===== src/rtl/ofdm_ifft_ctrl.sv =====
// Framing and configuration controller between the QAM mapper and the FFT core used as IFFT.
// Issues the core config word, generates input tlast, checks output framing.
module ofdm_ifft_ctrl #(
  parameter int unsigned DATA_W            = 16,
  parameter int unsigned CFG_W             = 24,
  parameter logic [CFG_W-1:0] CFG_DEFAULT  = 24'h308205,
  parameter int unsigned NFFT_LOG2_DEFAULT = 4,
  parameter int unsigned NFFT_LOG2_MAX     = 4,
  parameter int unsigned FRAME_W           = 16
) (
  input  logic                  aclk,
  input  logic                  areset,
  input  logic [CFG_W-1:0]      cfg_word,
  input  logic [4:0]            cfg_nfft_log2,
  input  logic                  cfg_update,
  input  logic [2*DATA_W-1:0]   s_tdata,
  input  logic                  s_tvalid,
  output logic                  s_tready,
  output logic [CFG_W-1:0]      core_cfg_tdata,
  output logic                  core_cfg_tvalid,
  input  logic                  core_cfg_tready,
  output logic [2*DATA_W-1:0]   core_s_tdata,
  output logic                  core_s_tvalid,
  output logic                  core_s_tlast,
  input  logic                  core_s_tready,
  input  logic [2*DATA_W-1:0]   core_m_tdata,
  input  logic                  core_m_tvalid,
  input  logic                  core_m_tlast,
  output logic                  core_m_tready,
  output logic [2*DATA_W-1:0]   m_tdata,
  output logic                  m_tvalid,
  output logic                  m_tlast,
  input  logic                  m_tready,
  output logic [DATA_W-1:0]     m_real_ob,
  output logic [FRAME_W-1:0]    frame_cnt,
  output logic                  busy,
  output logic                  err_framing
);

  localparam int unsigned CNT_W = NFFT_LOG2_MAX;

  typedef enum logic {ST_CFG = 1'b0, ST_RUN = 1'b1} state_t;

  state_t             state, state_nxt;
  logic [CFG_W-1:0]   cfg_reg, pend_cfg;
  logic [4:0]         nfft_act, pend_nfft, nfft_clamp;
  logic               pending;
  logic [CNT_W-1:0]   in_cnt, out_cnt, last_idx;
  logic               gate, apply_cfg, in_acc, out_acc, out_last;

  assign last_idx  = CNT_W'((32'd1 << nfft_act) - 32'd1);
  assign apply_cfg = (state == ST_RUN) && pending && (in_cnt == '0);

  // Clamp requested point size into the supported range
  always_comb begin
    nfft_clamp = cfg_nfft_log2;
    if (cfg_nfft_log2 < 5'd3)
      nfft_clamp = 5'd3;
    else if (cfg_nfft_log2 > 5'(NFFT_LOG2_MAX))
      nfft_clamp = 5'(NFFT_LOG2_MAX);
  end

  always_ff @(posedge aclk or posedge areset) begin
    if (areset) state <= ST_CFG;
    else        state <= state_nxt;
  end

  always_comb begin
    state_nxt = state;
    case (state)
      ST_CFG:  if (core_cfg_tready) state_nxt = ST_RUN;
      ST_RUN:  if (apply_cfg)       state_nxt = ST_CFG;
      default: state_nxt = ST_CFG;
    endcase
  end

  always_comb begin
    core_cfg_tvalid = 1'b0;
    busy            = 1'b0;
    gate            = 1'b0;
    case (state)
      ST_CFG: begin
        core_cfg_tvalid = 1'b1;
        busy            = 1'b1;
      end
      ST_RUN:  gate = !(pending && (in_cnt == '0));
      default: gate = 1'b0;
    endcase
  end

  // Pending request capture; a same-cycle request survives the apply
  always_ff @(posedge aclk or posedge areset) begin
    if (areset) begin
      cfg_reg   <= CFG_DEFAULT;
      nfft_act  <= 5'(NFFT_LOG2_DEFAULT);
      pend_cfg  <= CFG_DEFAULT;
      pend_nfft <= 5'(NFFT_LOG2_DEFAULT);
      pending   <= 1'b0;
    end else begin
      if (apply_cfg) begin
        cfg_reg  <= pend_cfg;
        nfft_act <= pend_nfft;
        pending  <= 1'b0;
      end
      if (cfg_update) begin
        pend_cfg  <= cfg_word;
        pend_nfft <= nfft_clamp;
        pending   <= 1'b1;
      end
    end
  end

  assign core_cfg_tdata = cfg_reg;
  assign core_s_tdata   = s_tdata;
  assign core_s_tvalid  = s_tvalid & gate;
  assign s_tready       = core_s_tready & gate;
  assign core_s_tlast   = (in_cnt == last_idx);
  assign in_acc         = core_s_tvalid & core_s_tready;

  always_ff @(posedge aclk or posedge areset) begin
    if (areset)      in_cnt <= '0;
    else if (in_acc) in_cnt <= core_s_tlast ? '0 : in_cnt + CNT_W'(1);
  end

  assign m_tdata       = core_m_tdata;
  assign m_tvalid      = core_m_tvalid;
  assign m_tlast       = core_m_tlast;
  assign core_m_tready = m_tready;
  assign m_real_ob     = {~core_m_tdata[2*DATA_W-1], core_m_tdata[2*DATA_W-2:DATA_W]};
  assign out_acc       = core_m_tvalid & m_tready;
  assign out_last      = (out_cnt == last_idx);

  // Output framing check; core tlast resynchronises the beat counter
  always_ff @(posedge aclk or posedge areset) begin
    if (areset) begin
      out_cnt     <= '0;
      frame_cnt   <= '0;
      err_framing <= 1'b0;
    end else if (out_acc) begin
      if (core_m_tlast != out_last) err_framing <= 1'b1;
      if (core_m_tlast) begin
        out_cnt   <= '0;
        frame_cnt <= frame_cnt + FRAME_W'(1);
      end else if (out_last) begin
        out_cnt <= '0;
      end else begin
        out_cnt <= out_cnt + CNT_W'(1);
      end
    end
  end

endmodule


===== config.mk =====
export PLATFORM = sky130hd
export DESIGN_NAME = ofdm_ifft_ctrl
export DESIGN_NICKNAME = d
export VERILOG_FILES = /design/src/rtl/ofdm_ifft_ctrl.sv
export SDC_FILE = /design/constraint.sdc
export NUM_CORES = 1
export LEC_CHECK = 0
export BUFFER_PORTS_ARGS = -buffer_cell sky130_fd_sc_hd__buf_2
export CORE_ASPECT_RATIO = 1.2
export CORE_UTILIZATION = 29
export DETAILED_ROUTE_END_ITERATION = 7
export GPL_TIMING_DRIVEN = 0
export PLACE_DENSITY_LB_ADDON = 0.08
export SYNTH_ARGS = -nofsm -noshare
export SYNTH_HDL_FRONTEND = slang
export SYNTH_SLANG_ARGS = --single-unit

===== constraint.sdc =====
create_clock -name aclk -period 2.8 [get_ports aclk]
set_input_delay 0.56 -clock aclk [delete_from_list [all_inputs] [get_ports aclk]]
set_output_delay 0.56 -clock aclk [all_outputs]
set_load 0.005 [all_outputs]

Word-level counts from Yosys, hierarchy flattened
Cells that the tools add are included.
Widths: inputs -> output; s select.
- bits of input ports: 102
- bits in registers: 85
- word-level logic and storage cells: 46
- output and inout port bits: 129
- add/sub/neg operators: 4
- reduce and logical (&&, ||, !) cells: 8
- shift-type cells: 1
- multiplexer cells: 12
- bitwise gates (word level): 6
- equal/unequal tests: 3
- $lt $le $gt $ge: 2
- operators with widths (cell ; number):
    $add 16x1->16 const B ; 1
    $mux 4 ; 3
    $mux 5 ; 2
    $add 4x1->4 const B ; 2
    $eq 4x4->1 ; 2
    $mux 1 ; 6
    $gt 5x3->1 const B ; 1
    $lt 5x2->1 const B ; 1
    $shl 1x5->4 const A ; 1
    $and 1x1->1 ; 4
    $logic_not 4->1 ; 1
    $reduce_and 2->1 ; 2
    $sub 4x1->4 const B ; 1
    $logic_and 1x1->1 ; 3
    $not 1->1 ; 2
    $pmux 1 s2 ; 1
    $reduce_bool 2->1 ; 1
    $logic_not 1->1 ; 1
    $ne 1x1->1 ; 1

Longest topological paths before layout
Gate-level depths: netlist of run 1.
- depth in word-level cells: 6
- depth in mapped cells: 8
- mapped depth without buffers: 8

Worst setup path after synthesis of run 1
Ideal clock, no wire load.
- kind: reg2out
- start point: reg nfft_act[0]
- end point: out core_s_tlast
- cell stages (with the launch flop): 7
- setup slack: 272 ps
- data arrival time: 1968 ps
- cells stage by stage: dfrtp_1 > nor4_1 > nand2b_1 > ha_1 > xnor2_1 > nand4b_1 > a311oi_2
- word-level cells in the longest chain between the ends: 3
- ends and longest elaborated chain (item ; RTL line ; source):
    start: declaration ; 46 ; logic [4:0] nfft_act, pend_nfft, nfft_clamp;
    start signal: assignment ; 95 ; nfft_act <= 5'(NFFT_LOG2_DEFAULT);
    start signal: assignment ; 102 ; nfft_act <= pend_nfft;
    $shl 1x5->4 ; 51 ; assign last_idx = CNT_W'((32'd1 << nfft_act) - 32'd1);
    $sub 4x1->4 ; 51 ;
    $eq 4x4->1 ; 117 ; assign core_s_tlast = (in_cnt == last_idx);
    end: declaration ; 24 ; output logic core_s_tlast,
No other way between the ends.

Final worst setup path of run 1
Same ends and word-level chain as after synthesis.

==> results of run 1 <==
-- critical path, stage by stage, from the launching register on --
cell	delay [ns]
dfrtp_1	0.43
nor4_4	0.31
nand2b_1	0.13
ha_4	0.20
xnor2_4	0.12
nand4b_1	0.22
a311oi_4	0.34
buf_2	0.18
-- path summary, 6_finish.rpt --
kind	startpoint	end	slack, ns	cells past startpoint
max	nfft_act[0]	core_s_tlast	-0.03	7
min	areset	pend_cfg[17]	0.26	2
max reg2reg	nfft_act[0]	in_cnt[2]	0.43	10
min reg2reg	frame_cnt[15]	frame_cnt[15]	0.47	1
max in group asynchronous	areset	core_cfg_tdata[0]	1.89	3
min in group aclk	core_cfg_tready	state	0.44	2
-- cell families after synthesis --
kind of cell / after synthesis / share of synthesized area (%)
mux: 52 / 13.8
compound gates: 29 / 5.06
xor+xnor: 21 / 4.67
simple gates: 62 / 7.93
flops: 85 / 50.7
fa+ha+maj: 5 / 1.48
buf+inv: 100 / 16.3
-- per-stage QoR --
step	hold WS, ns	instances	util (%)
after detailed placement	0.464	695	37.1
after floorplan	0.450	354	-
after global placement	0.459	694	36.9
after global routing	0.281	717	40.0
after CTS	0.268	715	39.9
final	0.255	717	40.0
-- repair_timing --
action | in CTS | in global routing
buffers inserted | 4 | 2
hold buffers | 0 | 0
setup endpoints to repair | 1 | 1
endpoints found under the hold margin | 0 | 0
pin swaps | 4 | 2
resized for setup | 8 | 1
-- metal layers --
metal  vias to the layer above  wire (um)  global-route usage, %
met2                       143       4690                   21.1
li1                       1481          -                      -
met3                         5        807                   3.93
met5                         -          0                      0
met1                      1475       3710                   14.2
met4                         0         83                   3.78
-- cells in the mapped netlist (all sizes together), types with 2 or more instances --
master  number  area [um2]
a21o         5        37.5
xnor2       15         131
nand3        7        35.0
a21oi        3        15.0
nand2       17        63.8
and3         7        43.8
buf         85         633
nand2b       2        12.5
clkbuf       6        22.5
nor2         7        26.3
o21a         4        30.0
nand4        3        18.8
nor2b        2        12.5
o21ai        6        30.0
xor2         5        43.8
dfrtp       71        1780
inv          9        33.8
nor3         6        30.0
a22o         2        17.5
mux2        52         586
dfstp       14         368
or4          2        18.8
o31ai        2        15.0
ha           5        62.6
-- final cells by class --
cell class	instances	area [um2]	area share (%)
buffer	91	656	11.5
clock buffer	11	253	4.42
timing repair buffer	172	898	15.7
sequential	85	2150	37.5
clock inverter	5	58.8	1.03
inverter	9	36.3	0.634
multi-input combinational	169	1460	25.5
tap	175	219	3.83
-- registers in the layout (all words and copies together) (netlist names) --
name            cells
frame_cnt          16
pending             1
core_cfg_tdata     24
state               1
out_cnt             4
nfft_act            5
in_cnt              4
pend_nfft           5
err_framing         1
pend_cfg           24
-- layout by cell type (no fill, tap or decap), types with 2 or more instances in the layout --
| cell type | count |
|---|---|
| inv_1 | 8 |
| o31ai_1 | 2 |
| nor3_1 | 5 |
| dfstp_2 | 14 |
| clkbuf_16 | 9 |
| mux2_2 | 52 |
| clkbuf_1 | 6 |
| nor2_1 | 7 |
| a21oi_1 | 3 |
| a21o_1 | 5 |
| xnor2_1 | 14 |
| buf_2 | 167 |
| clkbuf_8 | 2 |
| nand2_1 | 17 |
| dfrtp_1 | 70 |
| nor2b_1 | 2 |
| xor2_1 | 5 |
| a22o_1 | 2 |
| buf_4 | 89 |
| nand4_1 | 3 |
| ha_1 | 4 |
| o21a_1 | 4 |
| o21ai_0 | 6 |
| nand2b_1 | 2 |
| nand3_1 | 7 |
| and3_1 | 7 |
| clkinvlp_4 | 2 |
-- power by group through the flow --
stage	Clock [mW]	Sequential (mW)	Combinational, mW
final	1.22	1.82	1.26
after global routing	1.31	1.88	1.39
after CTS	1.26	1.83	1.24
after detailed placement	0	1.83	1.16
after global placement	0	1.82	1.14
after floorplan	0	1.81	0.703
==> qor.csv, run 1 <==
metric,value,unit
status,"complete, but fails checks",
violations,"design-rule violations, negative setup slack",
place_area,5300,um2
p_leak,2.89,nW
synth_seq_cells,85,
syn_area_per_cell,11.9,um2
dp_hpwl,7.00,mm
clk_pin_slew,0.06,ns
yosys_warnings,0,
rows,48,
route.detailed.drc,24,
p_sw_share,28.2,%
drt-vias-per-instance,4.33,
postSynth.asyncResetShare,100,%
drt_pass1_iterations,6,
synth_area,4230,um2
die_area,15100,um2
clockBufferDepth,2,
fin_setup_tns,-0.0271,ns
overflow,0,
die_w,112,um
tightestPinTransition,0.593,ns
slew_headroom,60.5,%
finalHoldViolations,0,
synthFlopType,dfrtp_1,
cts_buffers,9,
ant_nets,0,
maxSlewViolCount,0,
peakVddDrop,0.355,mV
p_sw,1.21,mW
drtIter0Drc,94,
seq_power_share,42.4,%
drive_gt1_share,64.4,%
grt_use_total,12.1,%
dpl_worst_slack,-0.276,ns
power.internal,3.08,mW
total_power,4.29,mW
start_util,29.6,%
cts_tree,done,
synthToLayoutAreaGrowth,35.4,%
fillCellCount,1432,
final_area,5720,um2
grt_pass1_wl,14.4,mm
routabilityCongestion,0.709,
core_area,14300,um2
max_freq,0.354,GHz
antenna_found_initial,0,
ios,231,
synth_edf_count,0,
root_buffer,clkbuf_16,
pwr-share-clk,28.3,%
cts_sinks,85,
min_path_type,primary input to asynchronous set/reset pin,
die_y,134,um
synth.net_count,461,
min_period,2.83,ns
wl_per_cell,13.0,um
min_period_over_period,101,%
n_antenna_cell,0,
postSynthCellCount,354,
grt_start_max_net_pins,52,
synth_cell_types,43,
port_buffers,165,
insertion_delay,0.33,ns
final-setup-viol-count,1,
layout_setup_ws,-0.0271,ns
yosysSeqAreaShare,50.7,%
crit_type,flop to output port,
p_comb_share,29.2,%
first_global_vias,2988,
vias,3104,
finalWirelength,9.30,mm
cp_max_fo,4,
end_kind,output port,
clock_skew,0.00910,ns
worstPathArrival,2.27,ns
htreeDepth,3,
worstPathRequired,2.24,ns
p_per_area,750,nW/um2
rsz0062_at_grt,yes,
start_kind,flop,
drv_cap,0,
final_nets,644,
Note: power is estimated with default switching activity, not from simulation.
==> inputs of run 2 (changes only) <==
CORE_UTILIZATION = 41   (was 29)
GPL_ROUTABILITY_DRIVEN = 0   (was unset)
PLACE_DENSITY = 0.81   (was unset)
PLACE_DENSITY_LB_ADDON = unset   (was 0.08)
==> run 2 against run 1 <==
Compared with the run above:
- via count up 3.3%
- the flow finishes with violations (negative setup slack)
- clock power up 5%
- global-route usage up 5.9 points
- largest power group unchanged
==> qor.csv, run 2 (synthesized netlist as in run 1, its figures left out) <==
metric,value,unit,change
end_kind,output port,,unchanged
n_antenna_cell,0,,unchanged
grt_pass1_wl,14.8,mm,was 14.4 mm
endpoint,core_s_tlast,,unchanged
rows,40,,was 48
drive_gt1_share,64.2,%,was 64.4%
finalHoldViolations,0,,unchanged
worstPathArrival,2.34,ns,was 2.27 ns
status,"complete, but fails checks",,unchanged
core_area,10000,um2,"was 14,300 um2"
fillCellCount,864,,"was 1,432"
r2r-start,nfft_act[3],,was nfft_act[0]
critical_path_buf_inv_count,1,,unchanged
final_cell_mix,"buf_2, buf_4, dfrtp_1",,unchanged
final_area,5700,um2,was 5720 um2
die_area,10700,um2,"was 15,100 um2"
synthToLayoutAreaGrowth,34.8,%,was 35.4%
slew_headroom,61.2,%,was 60.5%
clockBufferDepth,2,,unchanged
route.detailed.drc,0,,was 24
antenna_found_initial,0,,unchanged
port_buffers,165,,unchanged
cp_max_fo,4,,unchanged
drtIter0Drc,108,,was 94
cp_num_cells,7,,unchanged
finalHoldWorstSlack,0.239,ns,was 0.255 ns
critPathLaunch,nfft_act[3],,was nfft_act[0]
root_buffer,clkbuf_16,,unchanged
max_freq,0.344,GHz,was 0.354 GHz
clock_skew,0.00726,ns,was 0.00910 ns
die_y,113,um,was 134 um
dpl_worst_slack,-0.131,ns,was -0.276 ns
drt_pass1_iterations,5,,was 6
dp_hpwl,7.56,mm,was 7.00 mm
crit_type,flop to output port,,unchanged
final_nets,644,,unchanged
die_w,94.7,um,was 112 um
violations,negative setup slack,,"was design-rule violations, negative setup slack"
cp_slowest_stage_delay,0.45,ns,was 0.43 ns
finalWirelength,9.70,mm,was 9.30 mm
ios,231,,unchanged
reg2reg_depth,9,,was 10
worstPathRequired,2.24,ns,about the same
grt_use_total,18.0,%,was 12.1%
min_period,2.90,ns,was 2.83 ns
rsz0062_at_grt,yes,,unchanged
cts_sinks,85,,unchanged
overflow,0,,unchanged
maxSlewViolCount,0,,unchanged
cts_buffers,9,,unchanged
start_util,42.2,%,was 29.6%
fin_util,56.9,%,was 40.0%
p_per_area,768,nW/um2,was 750 nW/um2
start_kind,flop,,unchanged
insertion_delay,0.33,ns,about the same
path_cells,"nor4_4, nand2b_1, ha_4, xnor2_4, nand4b_1, a311oi_4, buf_2",,unchanged
r2r_end,in_cnt[2],,unchanged
wl_per_cell,14.5,um,was 13.0 um
grt_start_max_net_pins,53,,was 52
rrSetupSlack,0.43,ns,about the same
p_leak,2.90,nW,was 2.89 nW
layout_setup_ws,-0.103,ns,was -0.0271 ns
mostFrequentLayoutCell,buf_2,,unchanged
min_period_over_period,104,%,was 101%
final-setup-viol-count,1,,unchanged
slowest_stage,dfrtp_2,,was dfrtp_1
cts_tree,done,,unchanged
clk_pin_slew,0.06,ns,about the same
min_path_type,primary input to asynchronous set/reset pin,,unchanged
drt-vias-per-instance,4.80,,was 4.33
peakVddDrop,0.591,mV,was 0.355 mV
drv_cap,0,,unchanged
place_area,5240,um2,was 5300 um2
htreeDepth,3,,unchanged
vias,3206,,"was 3,104"
ant_nets,0,,unchanged
tightestPinTransition,0.582,ns,was 0.593 ns
first_global_vias,3085,,"was 2,988"
crit_family,simple AND/OR/NAND/NOR gates,,unchanged
-- run 2: final cells by class --
cell class / instances / area [um2] / area share [%]
Timing Repair Buffer: 172 / 911 / 16.0
Multi-Input combinational cell: 169 / 1460 / 25.7
Clock inverter: 3 / 67.6 / 1.19
Buffer: 91 / 656 / 11.5
Inverter: 9 / 36.3 / 0.637
Sequential cell: 85 / 2150 / 37.7
Tap cell: 126 / 158 / 2.77
Clock buffer: 13 / 260 / 4.57
-- run 2: report_power, final --
group	total (mW)	internal, mW	switching (mW)
combinational	1.26	0.756	0.508
sequential	1.83	1.58	0.253
clock	1.28	0.830	0.446
-- run 2: through the flow --
step           std cells  power (mW)  TNS [ns]
3_3_place_gp         645        2.92    -52.53
2_1_floorplan        354        2.51         0
5_1_grt              668        4.63    -0.213
3_5_place_dp         646        2.99    -0.131
6_report             668        4.37    -0.103
4_1_cts              666        4.38   -0.0490
-- run 2: worst min-delay path by stage --
| stage | from | endpoint | slack, ns | depth (start not counted) |
|---|---|---|---|---|
| global route | areset | frame_cnt[12] | 0.27 | 2 |
| floorplan | pending | pending | 0.45 | 1 |
| detailed placement | frame_cnt[15] | frame_cnt[15] | 0.47 | 1 |
| CTS | areset | frame_cnt[12] | 0.25 | 2 |
| global placement | frame_cnt[15] | frame_cnt[15] | 0.46 | 1 |
| finish | areset | frame_cnt[12] | 0.24 | 2 |
-- run 2: per-layer routing --
layer | track usage (%) | part of all wire [%] | vias up
li1 | - | - | 1495
met1 | 19.9 | 37 | 1538
met3 | 5.71 | 8.7 | 19
met4 | 6.57 | 1.7 | 0
met5 | 0 | 0 | -
met2 | 32.0 | 52 | 154
-- run 2: timing repair --
action,in CTS,in global routing
resized for setup,10,1
setup endpoints to repair,1,1
setup buffers,4,2
hold buffers,0,0
pin swaps,4,3
==> inputs of run 3 (changes only) <==
ABC_AREA = 1   (was unset)
REMOVE_ABC_BUFFERS = 1   (was unset)
==> run 3 against run 2 <==
Compared with the run above:
- the run now ends clean
- wire length up 46%
- synthesized cell count rose by 38%
- first-iteration DRC count up 74%
- via count shrank 3.7%
- clock skew is 0.0021 ns lower
- global-route usage up 7.4 points
- critical path type unchanged
- largest power group unchanged
==> qor.csv, run 3 <==
metric,value,unit,change
status,finished clean,,"was complete, but fails checks"
yosys_warnings,0,,unchanged
cts_tree,done,,unchanged
grt_use_total,25.5,%,was 18.0%
peakVddDrop,0.433,mV,was 0.591 mV
htreeDepth,3,,unchanged
min_period_over_period,94.5,%,was 104%
rows,40,,unchanged
synthToLayoutAreaGrowth,6.46,%,was 34.8%
cp_max_fo,5,,was 4
yosysTopAreaCellShare,40.6,%,was 42.0%
synth.most_common_cell,nand2_1,,was buf_4
p_leak,2.49,nW,was 2.90 nW
cts_buffers,9,,unchanged
finalWirelength,14.2,mm,was 9.70 mm
p_per_area,912,nW/um2,was 768 nW/um2
synthTopCellsByArea,"dfrtp_1, buf_4, dfstp_2",,"was dfrtp_1, buf_4, mux2_2"
clock_skew,0.00517,ns,was 0.00726 ns
min_path_type,primary input to asynchronous set/reset pin,,unchanged
multi_input_area,1350,um2,was 1460 um2
drive_gt1_share,27.9,%,was 64.2%
synth_cell_types,29,,was 43
rsz0062_at_grt,no,,was yes
end_kind,output port,,unchanged
port_buffers,87,,was 165
dp_hpwl,11.3,mm,was 7.56 mm
maxSlewViolCount,0,,unchanged
route.detailed.drc,0,,unchanged
antenna_found_initial,0,,unchanged
max_freq,0.378,GHz,was 0.344 GHz
fin_setup_tns,0,ns,was -0.103 ns
synth_area_leader_cell,dfrtp_1,,unchanged
overflow,0,,unchanged
start_kind,flop,,unchanged
synthFlopType,dfrtp_1,,unchanged
insertion_delay,0.33,ns,about the same
finalHoldViolations,0,,unchanged
die_area,11100,um2,"was 10,700 um2"
worstPathArrival,2.09,ns,was 2.34 ns
drt_pass1_iterations,6,,was 5
clockBufferDepth,2,,unchanged
start_util,42.8,%,was 42.2%
ant_nets,0,,unchanged
mostFrequentLayoutCell,nand2_1,,was buf_2
final_cell_mix,"nand2_1, buf_2, dfrtp_1",,"was buf_2, buf_4, dfrtp_1"
synth_seq_cells,85,,unchanged
grt_pass1_wl,19.2,mm,was 14.8 mm
postSynthCellCount,489,,was 354
drtIter0Drc,188,,was 108
final-setup-viol-count,0,,was 1
synth_edf_count,0,,unchanged
n_antenna_cell,0,,unchanged
synthTopCellsByCount,"nand2_1, buf_4, dfrtp_1",,"was buf_4, dfrtp_1, mux2_2"
die_y,115,um,was 113 um
yosysSeqAreaShare,49.0,%,was 50.7%
final_nets,601,,was 644
grt_start_max_net_pins,62,,was 53
drv_cap,0,,unchanged
wl_per_cell,22.7,um,was 14.5 um
postCtsSetupBuffers,0,,was 4
first_global_vias,2973,,"was 3,085"
regArea,2140,um2,was 2150 um2
vias,3086,,"was 3,206"
syn_area_per_cell,8.95,um2,was 11.9 um2
core_area,10200,um2,"was 10,000 um2"
crit_type,flop to output port,,unchanged
die_w,96.3,um,was 94.7 um
ios,231,,unchanged
clk_pin_slew,0.06,ns,about the same
drt-vias-per-instance,4.94,,was 4.80
min_period,2.65,ns,was 2.90 ns
cts_sinks,85,,unchanged
fin_util,45.6,%,was 56.9%
postSynth.asyncResetShare,100,%,unchanged
synth_area,4370,um2,was 4230 um2
tightestPinTransition,0.795,ns,was 0.582 ns
fillCellCount,982,,was 864
root_buffer,clkbuf_16,,unchanged
worstPathRequired,2.24,ns,about the same
slew_headroom,47.0,%,was 61.2%
[run 3: cell types whose count changed after synthesis, sizes merged, moves of 10 or more]
cell and delta:
inv +55, mux2 -52, nand2 +78, nand3 +17, nor2 +23, o21ai +54
xor2 +10
[run 3: worst max-delay path: stages (launching register included)]
cell	delay, ns
dfrtp_1	0.40
nor2_1	0.25
nand3_1	0.17
ha_4	0.31
xor2_1	0.14
nand3_1	0.09
nor2_1	0.10
nand2_1	0.13
inv_1	0.08
buf_2	0.10
[run 3: final cells by class]
class | count | share of cell area (%)
clock buffers | 12 | 5.51
well taps | 126 | 3.39
multi-input cells | 245 | 28.9
clock inverters | 4 | 1.02
flip-flops and latches | 85 | 46.1
repair buffers | 88 | 9.78
inverters | 65 | 5.35
[run 3: what timing repair did]
item,in CTS,in global routing
cloned,0,1
endpoints found under the setup margin,2,2
gates resized for setup,1,2
pin swaps,0,1
hold buffers,0,0
[run 3: cells by family (layout without fill, tap and decap cells)]
kind of cell / after synthesis / after routing / synth area share (%)
xor gates and xnor gates: 21 / 21 / 4.20
adders and majority gates: 5 / 5 / 1.43
AOI/OAI and AO/OA: 62 / 62 / 7.09
DFF: 85 / 85 / 49.0
and+or+nand+nor: 156 / 157 / 17.3
buffers and inverters: 160 / 169 / 20.9
[run 3: per-layer routing]
| metal | up-vias | track usage (%) | share of wire (%) | wire (um) |
|---|---|---|---|---|
| li1 | 1437 | - | - | - |
| met1 | 1390 | 19.5 | 27 | 3850 |
| met2 | 205 | 35.5 | 41 | 5820 |
| met3 | 52 | 26.5 | 22 | 3180 |
| met4 | 2 | 21.2 | 8.9 | 1260 |
| met5 | - | 6.02 | 0.52 | 74 |
[run 3: power breakdown]
group          internal [mW]  switching [mW]  leakage, nW
Combinational          0.490           0.764         1.30
Sequential              1.57           0.226         1.05
Clock                  0.737           0.462        0.149
Total                   2.79            1.45         2.49
[run 3: worst paths after layout]
kind / startpoint / end / slack (ns) / depth (start not counted)
setup / recovery: nfft_act[1] / core_s_tlast / 0.15 / 9
setup reg to reg: nfft_act[1] / out_cnt[3] / 0.80 / 12
hold / removal: areset / core_cfg_tdata[4] / 0.28 / 2
max in group asynchronous: areset / core_cfg_tdata[9] / 1.84 / 3
hold reg to reg: frame_cnt[15] / frame_cnt[15] / 0.47 / 1
min in group aclk: cfg_word[1] / pend_cfg[1] / 0.44 / 3
[run 3: per-stage QoR]
step                instances  hold WS (ns)  total power [mW]  setup WS, ns  cell area (um2)
floorplan                 394         0.442              2.49        0.0697             3700
global placement          607         0.447              2.89        -0.816             4300
detailed placement        608         0.457              2.98        0.0548             4320
CTS                       624         0.292              4.21         0.125             4630
global route              625         0.315              4.56        0.0138             4660
finish                    625         0.282              4.25         0.153             4660
